==> config.mk <==
export PLATFORM = sky130hd
export DESIGN_NAME = snow64_scalar_access_scheduler_flat
export DESIGN_NICKNAME = d
export VERILOG_FILES = /design/src/rtl/snow64_scalar_access_scheduler_if.sv /design/src/rtl/snow64_scalar_access_scheduler.sv /design/src/flat_wrapper.sv
export SDC_FILE = /design/constraint.sdc
export NUM_CORES = 1
export LEC_CHECK = 0
export CAP_MARGIN = 20
export CORE_AREA = 2 2 646 648
export CTS_BUF_LIST = sky130_fd_sc_hd__clkbuf_4 sky130_fd_sc_hd__clkbuf_8 sky130_fd_sc_hd__clkbuf_16
export CTS_CLUSTER_DIAMETER = 150
export DETAILED_ROUTE_END_ITERATION = 10
export DIE_AREA = 0 0 648 650
export PLACE_DENSITY = 0.3
export SLEW_MARGIN = 20
export SYNTH_ARGS = -nofsm -noshare
export SYNTH_HDL_FRONTEND = slang
export SYNTH_SLANG_ARGS = --single-unit
==> constraint.sdc <==
create_clock -name clk -period 1.6 [get_ports clk]
set_input_delay 0.24 -clock clk [delete_from_list [all_inputs] [get_ports clk]]
set_output_delay 0.24 -clock clk [all_outputs]
set_load 0.05 [all_outputs]
==> src/rtl/snow64_scalar_access_scheduler_if.sv <==
// rtl/snow64_scalar_access_scheduler_if.sv - extractor/injector port types and requester-side bus
//
// snow64_scalar_access_pkg holds the packed port structs of the external
// scalar data extractor and injector.
//
// snow64_scalar_access_scheduler_if bundles the two requesters' request lanes
// with the shared response channel. Lane N of every packed vector belongs
// to requester N.
//   req_valid / req_ready          per-lane request handshake
//   req_is_inject                  1 = read-modify-write inject, 0 = extract
//   req_lar_index                  target LAR, WIDTH__LAR_INDEX bits per lane
//   req_data_type                  CPU data type, 2 bits per lane
//   req_int_type_size              0=8b 1=16b 2=32b 3=64b, 2 bits per lane
//   req_data_offset                byte offset in the 256-bit line, 5 bits per lane
//   req_scalar                     inject value, 64 bits per lane
//   resp_valid / resp_ready        response handshake
//   resp_id / resp_scalar          owning requester, element value before modification
// modport master: requester side. modport slave: scheduler side.

package snow64_scalar_access_pkg;
    typedef struct packed {
        logic [255:0] to_shift;
        logic [1:0]   data_type;
        logic [1:0]   int_type_size;
        logic [4:0]   data_offset;
    } PortIn_ScalarDataExtractor;

    typedef struct packed {
        logic [63:0] data;
    } PortOut_ScalarDataExtractor;

    typedef struct packed {
        logic [255:0] to_modify;
        logic [63:0]  to_shift;
        logic [1:0]   data_type;
        logic [1:0]   int_type_size;
        logic [4:0]   data_offset;
    } PortIn_ScalarDataInjector;

    typedef struct packed {
        logic [255:0] data;
    } PortOut_ScalarDataInjector;
endpackage

interface snow64_scalar_access_scheduler_if #(
    parameter int WIDTH__LAR_INDEX = 4
) ();
    logic [1:0]                    req_valid;
    logic [1:0]                    req_ready;
    logic [1:0]                    req_is_inject;
    logic [2*WIDTH__LAR_INDEX-1:0] req_lar_index;
    logic [3:0]                    req_data_type;
    logic [3:0]                    req_int_type_size;
    logic [9:0]                    req_data_offset;
    logic [127:0]                  req_scalar;
    logic                          resp_valid;
    logic                          resp_ready;
    logic                          resp_id;
    logic [63:0]                   resp_scalar;

    modport master (
        output req_valid, req_is_inject, req_lar_index, req_data_type,
               req_int_type_size, req_data_offset, req_scalar, resp_ready,
        input  req_ready, resp_valid, resp_id, resp_scalar
    );

    modport slave (
        input  req_valid, req_is_inject, req_lar_index, req_data_type,
               req_int_type_size, req_data_offset, req_scalar, resp_ready,
        output req_ready, resp_valid, resp_id, resp_scalar
    );
endinterface

==> src/rtl/snow64_scalar_access_scheduler.sv <==
// rtl/snow64_scalar_access_scheduler.sv - round-robin scheduler sharing one scalar extractor/injector and LAR port pair
//
// Serves one scalar extract or read-modify-write inject at a time through
// IDLE -> RD -> EXEC -> (WR) -> RESP, arbitrating two requesters round-robin.
// Ports:
//   clk, rst_n                      clock, asynchronous active-low reset
//   bus (slave modport)             request lanes and response channel
//   lar_rd_en/lar_rd_index          LAR read, data returns on lar_rd_data next cycle
//   lar_wr_en/lar_wr_index/lar_wr_data  LAR write
//   ext_in/ext_out                  external scalar extractor (combinational)
//   inj_in/inj_out                  external scalar injector (combinational)
// Optional feature macro: SNOW64_SCALAR_ACCESS_SCHED_FORWARD_EN adds a one-entry
// line cache that lets hits skip RD, plus the lar_ext_wr invalidate input.

module snow64_scalar_access_scheduler
    import snow64_scalar_access_pkg::*;
#(
    parameter int WIDTH__LAR_INDEX = 4
) (
    input  logic                        clk,
    input  logic                        rst_n,
    snow64_scalar_access_scheduler_if.slave bus,
    output logic                        lar_rd_en,
    output logic [WIDTH__LAR_INDEX-1:0] lar_rd_index,
    input  logic [255:0]                lar_rd_data,
    output logic                        lar_wr_en,
    output logic [WIDTH__LAR_INDEX-1:0] lar_wr_index,
    output logic [255:0]                lar_wr_data,
`ifdef SNOW64_SCALAR_ACCESS_SCHED_FORWARD_EN
    input  logic                        lar_ext_wr,
`endif
    output PortIn_ScalarDataExtractor   ext_in,
    input  PortOut_ScalarDataExtractor  ext_out,
    output PortIn_ScalarDataInjector    inj_in,
    input  PortOut_ScalarDataInjector   inj_out
);
    localparam int W = WIDTH__LAR_INDEX;

    typedef enum logic [2:0] {S_IDLE, S_RD, S_EXEC, S_WR, S_RESP} state_t;

    state_t        state_q, state_d;
    logic          rr_q;
    logic          id_q;
    logic          is_inject_q;
    logic [W-1:0]  idx_q;
    logic [1:0]    dtype_q;
    logic [1:0]    size_q;
    logic [4:0]    off_q;
    logic [63:0]   scalar_q;
    logic [63:0]   resp_scalar_q;
    logic [255:0]  wr_data_q;

    logic          grant;
    logic          gnt_id;
    logic [W-1:0]  gnt_idx;
    logic          hit;
    logic [255:0]  exec_line;

`ifdef SNOW64_SCALAR_ACCESS_SCHED_FORWARD_EN
    logic          cache_vld_q;
    logic [W-1:0]  cache_idx_q;
    logic [255:0]  cache_line_q;
    logic          use_cache_q;
`endif

    // Arbitration: a lone requester wins outright; on contention the pointer decides.
    always_comb begin
        grant   = (state_q == S_IDLE) && (|bus.req_valid);
        gnt_id  = (&bus.req_valid) ? rr_q : bus.req_valid[1];
        gnt_idx = gnt_id ? bus.req_lar_index[2*W-1:W] : bus.req_lar_index[W-1:0];
`ifdef SNOW64_SCALAR_ACCESS_SCHED_FORWARD_EN
        // A same-cycle external write makes the cached line stale, so no hit.
        hit       = cache_vld_q && !lar_ext_wr && (cache_idx_q == gnt_idx);
        exec_line = use_cache_q ? cache_line_q : lar_rd_data;
`else
        hit       = 1'b0;
        exec_line = lar_rd_data;
`endif
    end

    always_ff @(posedge clk or negedge rst_n) begin
        if (!rst_n) state_q <= S_IDLE;
        else        state_q <= state_d;
    end

    always_comb begin
        state_d = state_q;
        case (state_q)
            S_IDLE: if (grant) state_d = hit ? S_EXEC : S_RD;
            S_RD:   state_d = S_EXEC;
            S_EXEC: state_d = is_inject_q ? S_WR : S_RESP;
            S_WR:   state_d = S_RESP;
            S_RESP: if (bus.resp_ready) state_d = S_IDLE;
            default: state_d = S_IDLE;
        endcase
    end

    // Outputs are zero outside their owning state; req_ready is also masked
    // during reset because the state register already reads IDLE then.
    always_comb begin
        bus.req_ready   = 2'b00;
        bus.resp_valid  = (state_q == S_RESP);
        bus.resp_id     = id_q;
        bus.resp_scalar = resp_scalar_q;
        lar_rd_en       = 1'b0;
        lar_rd_index    = '0;
        lar_wr_en       = 1'b0;
        lar_wr_index    = '0;
        lar_wr_data     = '0;
        ext_in          = '0;
        inj_in          = '0;
        if (grant && rst_n) bus.req_ready = gnt_id ? 2'b10 : 2'b01;
        case (state_q)
            S_RD: begin
                lar_rd_en    = 1'b1;
                lar_rd_index = idx_q;
            end
            S_EXEC: begin
                ext_in.to_shift      = exec_line;
                ext_in.data_type     = dtype_q;
                ext_in.int_type_size = size_q;
                ext_in.data_offset   = off_q;
                inj_in.to_modify     = exec_line;
                inj_in.to_shift      = scalar_q;
                inj_in.data_type     = dtype_q;
                inj_in.int_type_size = size_q;
                inj_in.data_offset   = off_q;
            end
            S_WR: begin
                lar_wr_en    = 1'b1;
                lar_wr_index = idx_q;
                lar_wr_data  = wr_data_q;
            end
            default: ;
        endcase
    end

    always_ff @(posedge clk or negedge rst_n) begin
        if (!rst_n) begin
            rr_q          <= 1'b0;
            id_q          <= 1'b0;
            is_inject_q   <= 1'b0;
            idx_q         <= '0;
            dtype_q       <= '0;
            size_q        <= '0;
            off_q         <= '0;
            scalar_q      <= '0;
            resp_scalar_q <= '0;
            wr_data_q     <= '0;
        end else begin
            if (grant) begin
                rr_q        <= ~gnt_id;
                id_q        <= gnt_id;
                is_inject_q <= bus.req_is_inject[gnt_id];
                idx_q       <= gnt_idx;
                dtype_q     <= gnt_id ? bus.req_data_type[3:2]     : bus.req_data_type[1:0];
                size_q      <= gnt_id ? bus.req_int_type_size[3:2] : bus.req_int_type_size[1:0];
                off_q       <= gnt_id ? bus.req_data_offset[9:5]   : bus.req_data_offset[4:0];
                scalar_q    <= gnt_id ? bus.req_scalar[127:64]     : bus.req_scalar[63:0];
            end
            if (state_q == S_EXEC) begin
                resp_scalar_q <= ext_out.data;
                wr_data_q     <= inj_out.data;
            end
        end
    end

`ifdef SNOW64_SCALAR_ACCESS_SCHED_FORWARD_EN
    always_ff @(posedge clk or negedge rst_n) begin
        if (!rst_n) begin
            cache_vld_q  <= 1'b0;
            cache_idx_q  <= '0;
            cache_line_q <= '0;
            use_cache_q  <= 1'b0;
        end else begin
            if (grant) use_cache_q <= hit;
            if (state_q == S_EXEC || state_q == S_WR) begin
                cache_idx_q  <= idx_q;
                cache_line_q <= (state_q == S_WR) ? wr_data_q : exec_line;
            end
            if (lar_ext_wr)                                  cache_vld_q <= 1'b0;
            else if (state_q == S_EXEC || state_q == S_WR)   cache_vld_q <= 1'b1;
        end
    end
`endif

endmodule

==> src/flat_wrapper.sv <==
// flat-port wrapper written by rule: the top's interface ports become plain ports
module snow64_scalar_access_scheduler_flat import snow64_scalar_access_pkg::*;
#(
    parameter int WIDTH__LAR_INDEX = 4
)
  (clk, rst_n, lar_rd_en, lar_rd_index, lar_rd_data, lar_wr_en, lar_wr_index, lar_wr_data, ext_in, ext_out, inj_in, inj_out, bus_req_valid, bus_req_is_inject, bus_req_lar_index, bus_req_data_type, bus_req_int_type_size, bus_req_data_offset, bus_req_scalar, bus_resp_ready, bus_req_ready, bus_resp_valid, bus_resp_id, bus_resp_scalar);
  snow64_scalar_access_scheduler_if #(.WIDTH__LAR_INDEX(WIDTH__LAR_INDEX)) bus_i ();
  input  logic clk;
  input  logic rst_n;
  output logic lar_rd_en;
  output logic [WIDTH__LAR_INDEX-1:0] lar_rd_index;
  input  logic [255:0] lar_rd_data;
  output logic lar_wr_en;
  output logic [WIDTH__LAR_INDEX-1:0] lar_wr_index;
  output logic [255:0] lar_wr_data;
  output PortIn_ScalarDataExtractor ext_in;
  input  PortOut_ScalarDataExtractor ext_out;
  output PortIn_ScalarDataInjector inj_in;
  input  PortOut_ScalarDataInjector inj_out;
  input wire logic [$bits(bus_i.req_valid)-1:0] bus_req_valid;
  input wire logic [$bits(bus_i.req_is_inject)-1:0] bus_req_is_inject;
  input wire logic [$bits(bus_i.req_lar_index)-1:0] bus_req_lar_index;
  input wire logic [$bits(bus_i.req_data_type)-1:0] bus_req_data_type;
  input wire logic [$bits(bus_i.req_int_type_size)-1:0] bus_req_int_type_size;
  input wire logic [$bits(bus_i.req_data_offset)-1:0] bus_req_data_offset;
  input wire logic [$bits(bus_i.req_scalar)-1:0] bus_req_scalar;
  input wire logic [$bits(bus_i.resp_ready)-1:0] bus_resp_ready;
  output wire logic [$bits(bus_i.req_ready)-1:0] bus_req_ready;
  output wire logic [$bits(bus_i.resp_valid)-1:0] bus_resp_valid;
  output wire logic [$bits(bus_i.resp_id)-1:0] bus_resp_id;
  output wire logic [$bits(bus_i.resp_scalar)-1:0] bus_resp_scalar;
  assign bus_i.req_valid = bus_req_valid;
  assign bus_i.req_is_inject = bus_req_is_inject;
  assign bus_i.req_lar_index = bus_req_lar_index;
  assign bus_i.req_data_type = bus_req_data_type;
  assign bus_i.req_int_type_size = bus_req_int_type_size;
  assign bus_i.req_data_offset = bus_req_data_offset;
  assign bus_i.req_scalar = bus_req_scalar;
  assign bus_i.resp_ready = bus_resp_ready;
  assign bus_req_ready = bus_i.req_ready;
  assign bus_resp_valid = bus_i.resp_valid;
  assign bus_resp_id = bus_i.resp_id;
  assign bus_resp_scalar = bus_i.resp_scalar;
  snow64_scalar_access_scheduler #(.WIDTH__LAR_INDEX(WIDTH__LAR_INDEX)) u_core (.clk(clk), .rst_n(rst_n), .bus(bus_i), .lar_rd_en(lar_rd_en), .lar_rd_index(lar_rd_index), .lar_rd_data(lar_rd_data), .lar_wr_en(lar_wr_en), .lar_wr_index(lar_wr_index), .lar_wr_data(lar_wr_data), .ext_in(ext_in), .ext_out(ext_out), .inj_in(inj_in), .inj_out(inj_out));
endmodule
Yosys cells after proc, flatten, opt, wreduce, memory -nomap -nowiden

Index checks and enable logic that the tools add are counted.

Flip-flop bits (word level): 403
Bits of input ports: 737
Output and inout port bits: 928
Logic and storage cells: 46

Magnitude comparators: 1
Equal/unequal tests: 6
Mux-type cells: 21
Bitwise logic cells: 1
Reduce and logical (&&, ||, !) cells: 6

Operators with widths:

| cell                 | count |
|---|---|
| $mux W329            | 1 |
| $mux W265            | 1 |
| $mux W256            | 1 |
| $mux W64             | 1 |
| $pmux W3 S5          | 1 |
| $mux W4              | 3 |
| $mux W3              | 3 |
| $mux W2              | 4 |
| $eq A3 B2 Y1 const B | 2 |
| $mux W1              | 5 |
| $mux W5              | 1 |
| $reduce_and A2 Y1    | 2 |
| $eq A3 B1 Y1 const B | 1 |
| $eq A3 B3 Y1 const B | 1 |
| $logic_not A3 Y1     | 1 |
| $logic_and A1 B1 Y1  | 2 |
| $lt A1 B2 Y1 const B | 1 |
| $ne A2 B1 Y1 const B | 1 |
| $ne A2 B2 Y1 const B | 1 |
| $reduce_or A2 Y1     | 1 |
| $not A1 Y1           | 1 |

Depth between registers and ports, before layout

Gate-level depths: netlist of the first run.

Depth in word-level cells: 4
Depth in mapped cells: 7

Worst setup path after synthesis of the first run

OpenSTA, ideal clock, no wires.

Kind: flip-flop to output port
Start: register u_core.state_q[1]
End: output port lar_rd_index[0]
Arrival: 2.365 ns
Path slack: -1.005 ns
Cell stages (with the launch flop): 4
Path through: dfrtp_1 > buf_2 > nor3b_1 > and2_1

Word-level cells in the longest chain between the ends: 2

Ends and longest elaborated chain:

| what                   | line                                  | source |
|---|---|---|
| start, declared        | snow64_scalar_access_scheduler.sv:41  | `state_t state_q, state_d;` |
| start signal, assigned | snow64_scalar_access_scheduler.sv:83  | `else state_q <= state_d;` |
| $eq A3 B1 Y1           | snow64_scalar_access_scheduler.sv:113 | `case (state_q)` |
| $mux W4                | snow64_scalar_access_scheduler.sv:113 |  |
| end, declared          | flat_wrapper.sv:11                    | `output logic [WIDTH__LAR_INDEX-1:0] lar_rd_index;` |

No other way between the ends.

==> results of run 1 <==
[layout make-up]
class	count	area share
clock inverters	22	0.00588
inverters	2	0.000126
flip-flops and latches	403	0.169
clock buffers	101	0.0354
well taps	5497	0.115
diodes	17	0.000712
multi-input cells	1169	0.165
repair buffers	2058	0.509
[final timing paths]
| kind | slack (ns) | cells after the start | endpoint |
|---|---|---|---|
| max | -1.20 | 7 | ext_in[245] |
| max in group asynchronous | 0.43 | 6 | u_core.wr_data_q[227] |
| min reg2reg | 0.49 | 1 | u_core.wr_data_q[133] |
| min | 0.10 | 2 | u_core.wr_data_q[90] |
| max reg2reg | -0.85 | 10 | u_core.bus.resp_scalar[5] |
| min in group asynchronous | 0.18 | 3 | u_core.scalar_q[59] |
[routing by layer]
metal	GRT usage	part of all wire
met5	0	0.0025
met3	0.0503	0.090
met4	0.0231	0.018
met1	0.138	0.38
met2	0.229	0.52
[Yosys cell counts (2+ instances only)]
library cell,number,area [µm²]
mux2_2,320,3600
nor2b_1,2,12.5
clkbuf_1,89,334
buf_1,6,22.5
nand2_1,79,297
nor3_1,80,400
dfrtp_1,403,10100
buf_6,3,33.8
nor3b_1,3,22.5
a221o_1,78,781
a21o_1,2,15.0
buf_2,19,95.1
buf_4,295,2210
inv_1,2,7.51
and2_1,595,3720
[state kept, by name (all words and copies together) (netlist names), 2 cells and up]
signal and flops:
u_core.state_q 3, u_core.wr_data_q 256, u_core.dtype_q 2, u_core.idx_q 4, u_core.bus.resp_scalar 64, u_core.scalar_q 64, u_core.off_q 5, u_core.size_q 2
[stage by stage]
stage	power [W]	util	setup slack, ns
floorplan	0.0540	-	-0.407
global placement	0.0883	0.130	-0.686
detailed placement	0.0880	0.130	-0.676
CTS	0.109	0.143	-1.33
global route	0.113	0.144	-1.34
finish	0.108	0.144	-1.20
[critical path: stages (launching register included)]
cell       delay, ns
dfrtp_1         0.40
nor3b_4         0.29
buf_6           0.25
buf_16          0.19
buf_4           0.16
clkbuf_16       0.14
and2_4          0.18
buf_12          0.16
[repair_timing]
action	in CTS	in global routing
pin swaps	31	18
setup buffers	33	13
cloned	16	16
resized for setup	112	65
hold buffers	153	0
setup endpoints to repair	1326	1322
endpoints found under the hold margin	518	0
[logic make-up (layout without fill, tap and decap cells)]
group                  after synthesis  after routing  share of synthesized area
flip-flops                         403            403                      0.464
buffers and inverters              414           2183                      0.125
other                                0             17                          0
AO/OA/AOI/OAI                       83             83                     0.0377
multiplexers                       321            321                      0.166
AND/OR/NAND/NOR                    765            765                      0.207
[power breakdown]
part           internal [W]  leakage, nW  switching [W]  total, W
Clock                0.0105         1.23        0.00638    0.0169
Sequential           0.0155         4.81        0.00466    0.0201
Combinational        0.0321         16.8         0.0386    0.0708
Total                0.0581         22.9         0.0497     0.108
==> reports/qor.txt, run 1 <==
status: finished, violations left
failing checks: negative setup slack
Final Hold Slack: 0.103 ns
Post-DP Area: 0.0540 mm²
nets: 4442
vias per cell: 2.49
max-slew violations: 0
sequential fraction of the synthesis area: 0.464
CTS Sinks: 403
Worst Skew: 0.0625 ns
area occupied by multi-input gates: 0.00983 mm²
largest fanout on the critical path: 7
CTS buffer count: 71
first-pass GRT wire length: 335000 µm
Reg-to-Reg Start: u_core.state_q[0]
antenna violations before repair: 139
worst path arrival time: 2.56 ns
Finish-stage setup viols: 1267
Routed Antenna Nets: 0
CTS tree: done
sequential cell area: 0.0101 mm²
EDFF count, synth: 0
Core Region: 0.415 mm²
most common cell after layout, fill and taps aside: buf_12
hold wc startpoint: inj_out[90]
# fillers: 46100
Yosys warning count: 0
final setup margin: -1.20 ns
Row Count: 237
VDD IR max: 0.957 mV
most frequent cells in the layout: buf_12 (957), clkdlybuf4s50_1 (734), dfrtp_1 (403)
number of global-route vias before repair: 24900
syn_area_per_cell: 10.9 µm²
CTS H-Tree Depth: 3
Post-Route WL: 277000 µm
DIE HEIGHT: 650 µm
TNS Setup: -1166.30 ns
GR Overflow Total: 0
Clock Pin Slew Worst Setup and Hold Paths: 0.06 ns
RePlAce Congestion: 0.828
layout cell share with drive strength beyond 1: 0.525
number of top-level pins: 1665
Hold Path Class: in -> reg
DRC: 0
f_max: 0.357 GHz
WS Path Type: reg -> out
placed insts: 8905
Static Leakage: 22.9 nW
Root Buffer: clkbuf_16
DP Wirelength: 240000 µm
all-layer global routing usage: 0.126
Initial Util: 0.0524
synthesized cell area: 0.0217 mm²
Critical Path End Type: output pin
Worst EP required: 1.36 ns
Hold Vio Cnt, Final: 0
Slew headroom: 0.635
die area: 0.421 mm²
Final Cell Area: 0.0598 mm²
CP Launch Type: flip-flop
Longest Clk Path Bufs: 4
CP Launch Point: u_core.state_q[0]
clk_lat worst skew: 0.78 ns
Tmin final: 2.80 ns
synthesized net count: 2723
Die W: 648 µm
final non-filler cell total: 9269
post-synthesis cell type count: 25
P&R area growth vs syn: 175%
TritonRoute pass-1 iters: 5
largest net degree at the start of global routing: 64
Synth Register Bits: 403
drt first-iter violations: 827
Final Cycle Share: 1.75
Pwr per Cell Area: 1800 mW/mm²
ys flop type: dfrtp_1
Port Buffer Count: 1664
RSZ-0062 raised after global routing: yes
Max Cap Violations: 0
DR vias: 23100
ys async rst share: 1.00
Post-Synthesis Cells: 1986
Wirelength per Cell: 29.9 µm
worst-margin pin slew: 0.547 ns
Power figures use the tool's default switching activity.
==> run 2, diff against run 1 <==
--- a/config.mk
+++ b/config.mk
@@ -6,13 +6,13 @@
 export NUM_CORES = 1
 export LEC_CHECK = 0
 export CAP_MARGIN = 20
-export CORE_AREA = 2 2 646 648
+export CORE_AREA = 10 10 635 637
 export CTS_BUF_LIST = sky130_fd_sc_hd__clkbuf_4 sky130_fd_sc_hd__clkbuf_8 sky130_fd_sc_hd__clkbuf_16
 export CTS_CLUSTER_DIAMETER = 150
 export DETAILED_ROUTE_END_ITERATION = 10
-export DIE_AREA = 0 0 648 650
+export DIE_AREA = 0 0 645 647
 export PLACE_DENSITY = 0.3
-export SLEW_MARGIN = 20
+export SKIP_CTS_REPAIR_TIMING = 1
 export SYNTH_ARGS = -nofsm -noshare
 export SYNTH_HDL_FRONTEND = slang
 export SYNTH_SLANG_ARGS = --single-unit
==> reports/qor.txt, run 2 (synthesis results as in run 1) <==
status: finished, violations left
failing checks: negative setup slack
Routed Antenna Nets: 0 (unchanged)
Post-Route WL: 290000 µm (+4.4%)
metal2 WL: 149000 µm (+4.5%)
Final Cell Area: 0.0571 mm² (-4.5%)
Root Buffer: clkbuf_16
total power: 0.105 W (-2.9%)
Static Leakage: 21.9 nW (-4.4%)
CTS buffer count: 59 (-17%)
Clock Pin Slew Worst Setup and Hold Paths: 0.07 ns (about the same)
die area: 0.417 mm² (-0.92%)
Port Buffer Count: 1664 (unchanged)
number of top-level pins: 1665 (unchanged)
CTS Sinks: 403 (unchanged)
Reg-to-Reg Start: u_core.state_q[2]
Critical Path End Type: output pin
max-slew violations: 0 (unchanged)
Die W: 645 µm (-0.46%)
Initial Util: 0.0556 (+0.00322)
CP Launch Type: flip-flop
antenna violations before repair: 199 (+43%)
f_max: 0.347 GHz (-2.7%)
Wirelength per Cell: 32.8 µm (+9.6%)
Core Region: 0.391 mm² (-5.8%)
DIE HEIGHT: 647 µm (-0.46%)
hold path cells: 2 (unchanged)
DRC: 0 (unchanged)
CTS H-Tree Depth: 2 (-1)
worst r2r dst: u_core.bus.resp_scalar[57]
metal3 WL: 29000 µm (+17%)
Setup crit end: inj_in[230]
Post-DP Area: 0.0536 mm² (-0.87%)
most common cell after layout, fill and taps aside: buf_12
hold wc startpoint: ext_out[62]
P&R area growth vs syn: 163%
Max Cap Violations: 0 (unchanged)
Tmin final: 2.88 ns (+0.0790 ns)
Slew headroom: 0.666 (+0.0307)
wire length on met1: 107000 µm (+2.3%)
CTS tree: done
R2R Setup Slk: -0.88 ns (-0.03 ns)
final setup margin: -1.28 ns (-0.0790 ns)
Worst Skew: 0.0640 ns (+0.00142 ns)
top layer in use: met5
Biggest register: u_core.wr_data_q
WS Path Type: reg -> out
first-pass GRT wire length: 338000 µm (+0.94%)
Finish-stage setup viols: 1265 (-0.16%)
RePlAce Congestion: 0.829 (+0.12%)
Final Cycle Share: 1.80 (+0.0494)
Hold Vio Cnt, Final: 0 (unchanged)
vias per cell: 2.56 (+2.6%)
Row Count: 230 (-3.0%)
nets: 4271 (-3.8%)
Longest Clk Path Bufs: 3 (-1)
worst path arrival time: 2.64 ns (+0.08 ns)
VDD IR max: 1.18 mV (+23%)
Worst EP required: 1.36 ns (about the same)
TritonRoute pass-1 iters: 5 (unchanged)
DP Wirelength: 257000 µm (+6.9%)
Largest register FFs: 256 (unchanged)
all-layer global routing usage: 0.128 (+0.00204)
number of global-route vias before repair: 23700 (-4.8%)
drt first-iter violations: 1048 (+27%)
worst-margin pin slew: 0.501 ns (-0.0460 ns)
GR Overflow Total: 0 (unchanged)
DR vias: 22600 (-2.3%)
layout cell share with drive strength beyond 1: 0.556 (+0.0316)
TNS Setup: -1252.29 ns (-85.99 ns)
RSZ-0062 raised after global routing: yes
largest net degree at the start of global routing: 69 (+7.8%)
Hold Path Class: in -> reg
Final Hold Slack: 0.0957 ns (-0.00699 ns)
largest fanout on the critical path: 33 (+26)
CP Launch Point: u_core.state_q[2]
worst r2r path cells: 9 (-1)
most frequent cells in the layout: buf_12 (933), clkdlybuf4s50_1 (734), dfrtp_1 (402)
clk_lat worst skew: 0.74 ns (-0.04 ns)
worst slack, placed: -1.04 ns (-0.366 ns)
Pwr per Cell Area: 1840 mW/mm² (+1.7%)
run 2: cell count changes in the layout (fill, tap and decap cells not counted), moves of 5 or more:
cell,previous run,this run
clkinv_2,6,13
buf_16,21,9
buf_4,154,178
and2_4,336,379
and2_1,248,205
dlygate4sd3_1,152,2
buf_12,957,933
clkbuf_4,15,5
clkbuf_16,86,72
buf_8,8,13
diode_2,17,26
clkinvlp_4,3,8
run 2: where the power goes:
part           total [W]  internal [W]  switching, W
registers         0.0212        0.0155       0.00577
clock network     0.0144       0.00832       0.00606
logic             0.0691        0.0312        0.0378
total              0.105        0.0550        0.0497
run 2: routing by layer:
layer  up-vias  track usage
met5         -            0
met4        98       0.0138
met3       359       0.0573
met2      1308        0.233
met1     11300        0.141
li1       9485            -
run 2: worst min path at each step:
stage | end | slack (ns)
global route | u_core.bus.resp_scalar[62] | 0.05
CTS | u_core.wr_data_q[84] | -0.43
detailed placement | u_core.wr_data_q[84] | 0.43
finish | u_core.bus.resp_scalar[62] | 0.1
floorplan | u_core.bus.resp_id | -0.06
global placement | u_core.wr_data_q[84] | 0.42
run 2: critical path, stage by stage, from the launching register on:
cell,delay (ns)
dfrtp_1,0.40
buf_6,0.14
nor3b_4,0.22
buf_12,0.18
buf_16,0.19
buf_16,0.22
and2_4,0.27
buf_12,0.16
run 2: area by class of cell:
cell class | count | area (µm²)
fillers | 43700 | 334000
repair buffers | 1899 | 28300
flip-flops and latches | 403 | 10100
multi-input cells | 1169 | 9950
well taps | 5220 | 6530
clock buffers | 74 | 1650
clock inverters | 36 | 424
diodes | 26 | 65.1
inverters | 2 | 7.51
run 2: through the flow:
stage / util / instances
5_1_grt: 0.146 / 8809
4_1_cts: 0.142 / 8749
3_3_place_gp: 0.137 / 8639
3_5_place_dp: 0.137 / 8639
6_report: 0.146 / 8829
2_1_floorplan: - / 1986
==> run 3, diff against run 2 <==
--- a/config.mk
+++ b/config.mk
@@ -5,12 +5,12 @@
 export SDC_FILE = /design/constraint.sdc
 export NUM_CORES = 1
 export LEC_CHECK = 0
-export CAP_MARGIN = 20
-export CORE_AREA = 10 10 635 637
+export CORE_AREA = 2 2 646 648
 export CTS_BUF_LIST = sky130_fd_sc_hd__clkbuf_4 sky130_fd_sc_hd__clkbuf_8 sky130_fd_sc_hd__clkbuf_16
 export CTS_CLUSTER_DIAMETER = 150
 export DETAILED_ROUTE_END_ITERATION = 10
-export DIE_AREA = 0 0 645 647
+export DIE_AREA = 0 0 648 650
+export HOLD_SLACK_MARGIN = 0.1
 export PLACE_DENSITY = 0.3
 export SKIP_CTS_REPAIR_TIMING = 1
 export SYNTH_ARGS = -nofsm -noshare
==> reports/qor.txt, run 3 (synthesis results as in run 1) <==
Pwr per Cell Area: 1760 mW/mm² (-4.1%)
Post-Route WL: 273000 µm (-5.7%)
Routed Antenna Nets: 0 (unchanged)
critical path's slowest cell: dfrtp_1
P&R area growth vs syn: 177%
critical path's top delay family: buffers and inverters
clk_lat worst skew: 0.79 ns (+0.05 ns)
count of buffer and inverter cells on the critical path: 4 (-1)
TNS Setup: -1068.37 ns (+183.92 ns)
CP Launch Type: flip-flop
TritonRoute pass-1 iters: 4 (-1)
number of top-level pins: 1665 (unchanged)
Finish-stage setup viols: 1264 (-0.079%)
Final Cycle Share: 1.75 (-0.0547)
status: finished, violations left
total power: 0.106 W (+1.1%)
drt first-iter violations: 850 (-19%)
CTS buffer count: 71 (+20%)
RSZ-0062 raised after global routing: yes
Biggest register: u_core.wr_data_q
DP Wirelength: 240000 µm (-6.5%)
Largest register FFs: 256 (unchanged)
Root Buffer: clkbuf_16
DIE HEIGHT: 650 µm (+0.46%)
RePlAce Congestion: 0.828 (-0.12%)
largest fanout on the critical path: 14 (-58%)
first-pass GRT wire length: 326000 µm (-3.6%)
worst-margin pin slew: 0.953 ns (+0.452 ns)
nets: 4541 (+6.3%)
R2R Setup Slk: -0.54 ns (+0.34 ns)
Wirelength per Cell: 29.2 µm (-11%)
largest net degree at the start of global routing: 64 (-7.2%)
placed insts: 8905 (+3.1%)
Critical Path End Type: output pin
final setup margin: -1.19 ns (+0.0876 ns)
antenna violations before repair: 141 (-29%)
Worst EP required: 1.36 ns (about the same)
CP most frequent cell: buf_12
worst path arrival time: 2.55 ns (-0.09 ns)
most frequent cells in the layout: buf_12 (943), clkdlybuf4s50_1 (734), dfrtp_1 (403)
all-layer global routing usage: 0.123 (-0.00513)
failing checks: negative setup slack
Finished Core Util: 0.145 (-0.000924)
Tmin final: 2.79 ns (-0.0876 ns)
critical-path cell list: nor3b_4 -> buf_8 -> clkbuf_16 -> buf_12 -> and2_4 -> buf_12
Hold Vio Cnt, Final: 0 (unchanged)
Worst Skew: 0.0696 ns (+0.00562 ns)
number of global-route vias before repair: 23800 (+0.57%)
final non-filler cell total: 9370 (+6.1%)
die area: 0.421 mm² (+0.93%)
DR vias: 23400 (+3.7%)
vias per cell: 2.50 (-2.3%)
layout cell share with drive strength beyond 1: 0.490 (-0.0666)
Port Buffer Count: 1664 (unchanged)
Row Count: 237 (+3.0%)
Static Leakage: 23.0 nW (+5.2%)
VDD IR max: 0.976 mV (-17%)
WS Path Type: reg -> out
Hold Path Class: in -> reg
Longest Clk Path Bufs: 4 (+1)
CTS H-Tree Depth: 3 (+1)
CP max stage delay: 0.44 ns (+0.04 ns)
Initial Util: 0.0524 (-0.00322)
max-slew violations: 0 (unchanged)
Die W: 648 µm (+0.47%)
DRC: 0 (unchanged)
Slew headroom: 0.363 (-0.303)
CTS Sinks: 403 (unchanged)
Core Region: 0.415 mm² (+6.2%)
Max Cap Violations: 0 (unchanged)
GR Overflow Total: 0 (unchanged)
Clock Pin Slew Worst Setup and Hold Paths: 0.06 ns (about the same)
CTS tree: done
f_max: 0.358 GHz (+3.1%)
most common cell after layout, fill and taps aside: buf_12
==> run 3: cell types whose count changed in the layout (fill, tap and decap cells not counted), sizes merged, moves of 2 or more <==
cell / before / now
clkinvlp: 8 / 3
bufinv: 6 / 8
diode: 26 / 19
clkinv: 18 / 8
clkbuf: 87 / 112
dlygate4sd3: 2 / 288
buf: 1150 / 1124
==> run 3: final timing paths <==
check                                      startpoint                    end  cells after the start
max in group asynchronous                       rst_n  u_core.wr_data_q[227]                      5
min in group asynchronous                       rst_n    u_core.scalar_q[59]                      2
worst min-delay path               bus_req_scalar[32]    u_core.scalar_q[32]                      2
worst min register to register  u_core.wr_data_q[133]  u_core.wr_data_q[133]                      1
worst max-delay path                u_core.state_q[0]             ext_in[29]                      6
worst max register to register      u_core.state_q[0]  u_core.wr_data_q[134]                      7
==> run 3: cell type report <==
type / instances / area (µm²)
antenna: 19 / 47.5
clock buffer: 101 / 2120
clock inverter: 22 / 352
fill: 46100 / 355000
inverter: 2 / 7.51
multi-input combinational: 1169 / 9720
sequential: 403 / 10100
tap: 5497 / 6880
timing repair buffer: 2157 / 31000
==> run 3: metal layers <==
layer | vias to the layer above | routed length [µm] | GRT usage
met5 | - | 616 | 0
met4 | 92 | 5840 | 0.0240
met3 | 317 | 24900 | 0.0508
met2 | 1076 | 140000 | 0.223
met1 | 11900 | 102000 | 0.134
li1 | 10000 | - | -
==> run 3: report_power, final <==
part | switching [W] | internal [W]
clock network | 0.00638 | 0.0105
logic | 0.0380 | 0.0309
registers | 0.00463 | 0.0155
==> run 3: through the flow <==
stage                     worst slack (ns)  hold slack (ns)  area, µm²
final                                -1.19            0.124      60200
after global placement              -0.686            0.109      54000
after CTS                            -1.52           -0.722      56500
after floorplan                     -0.407          -0.0556      24700
after global routing                 -1.34            0.100      60200
after detailed placement            -0.676            0.112      54000
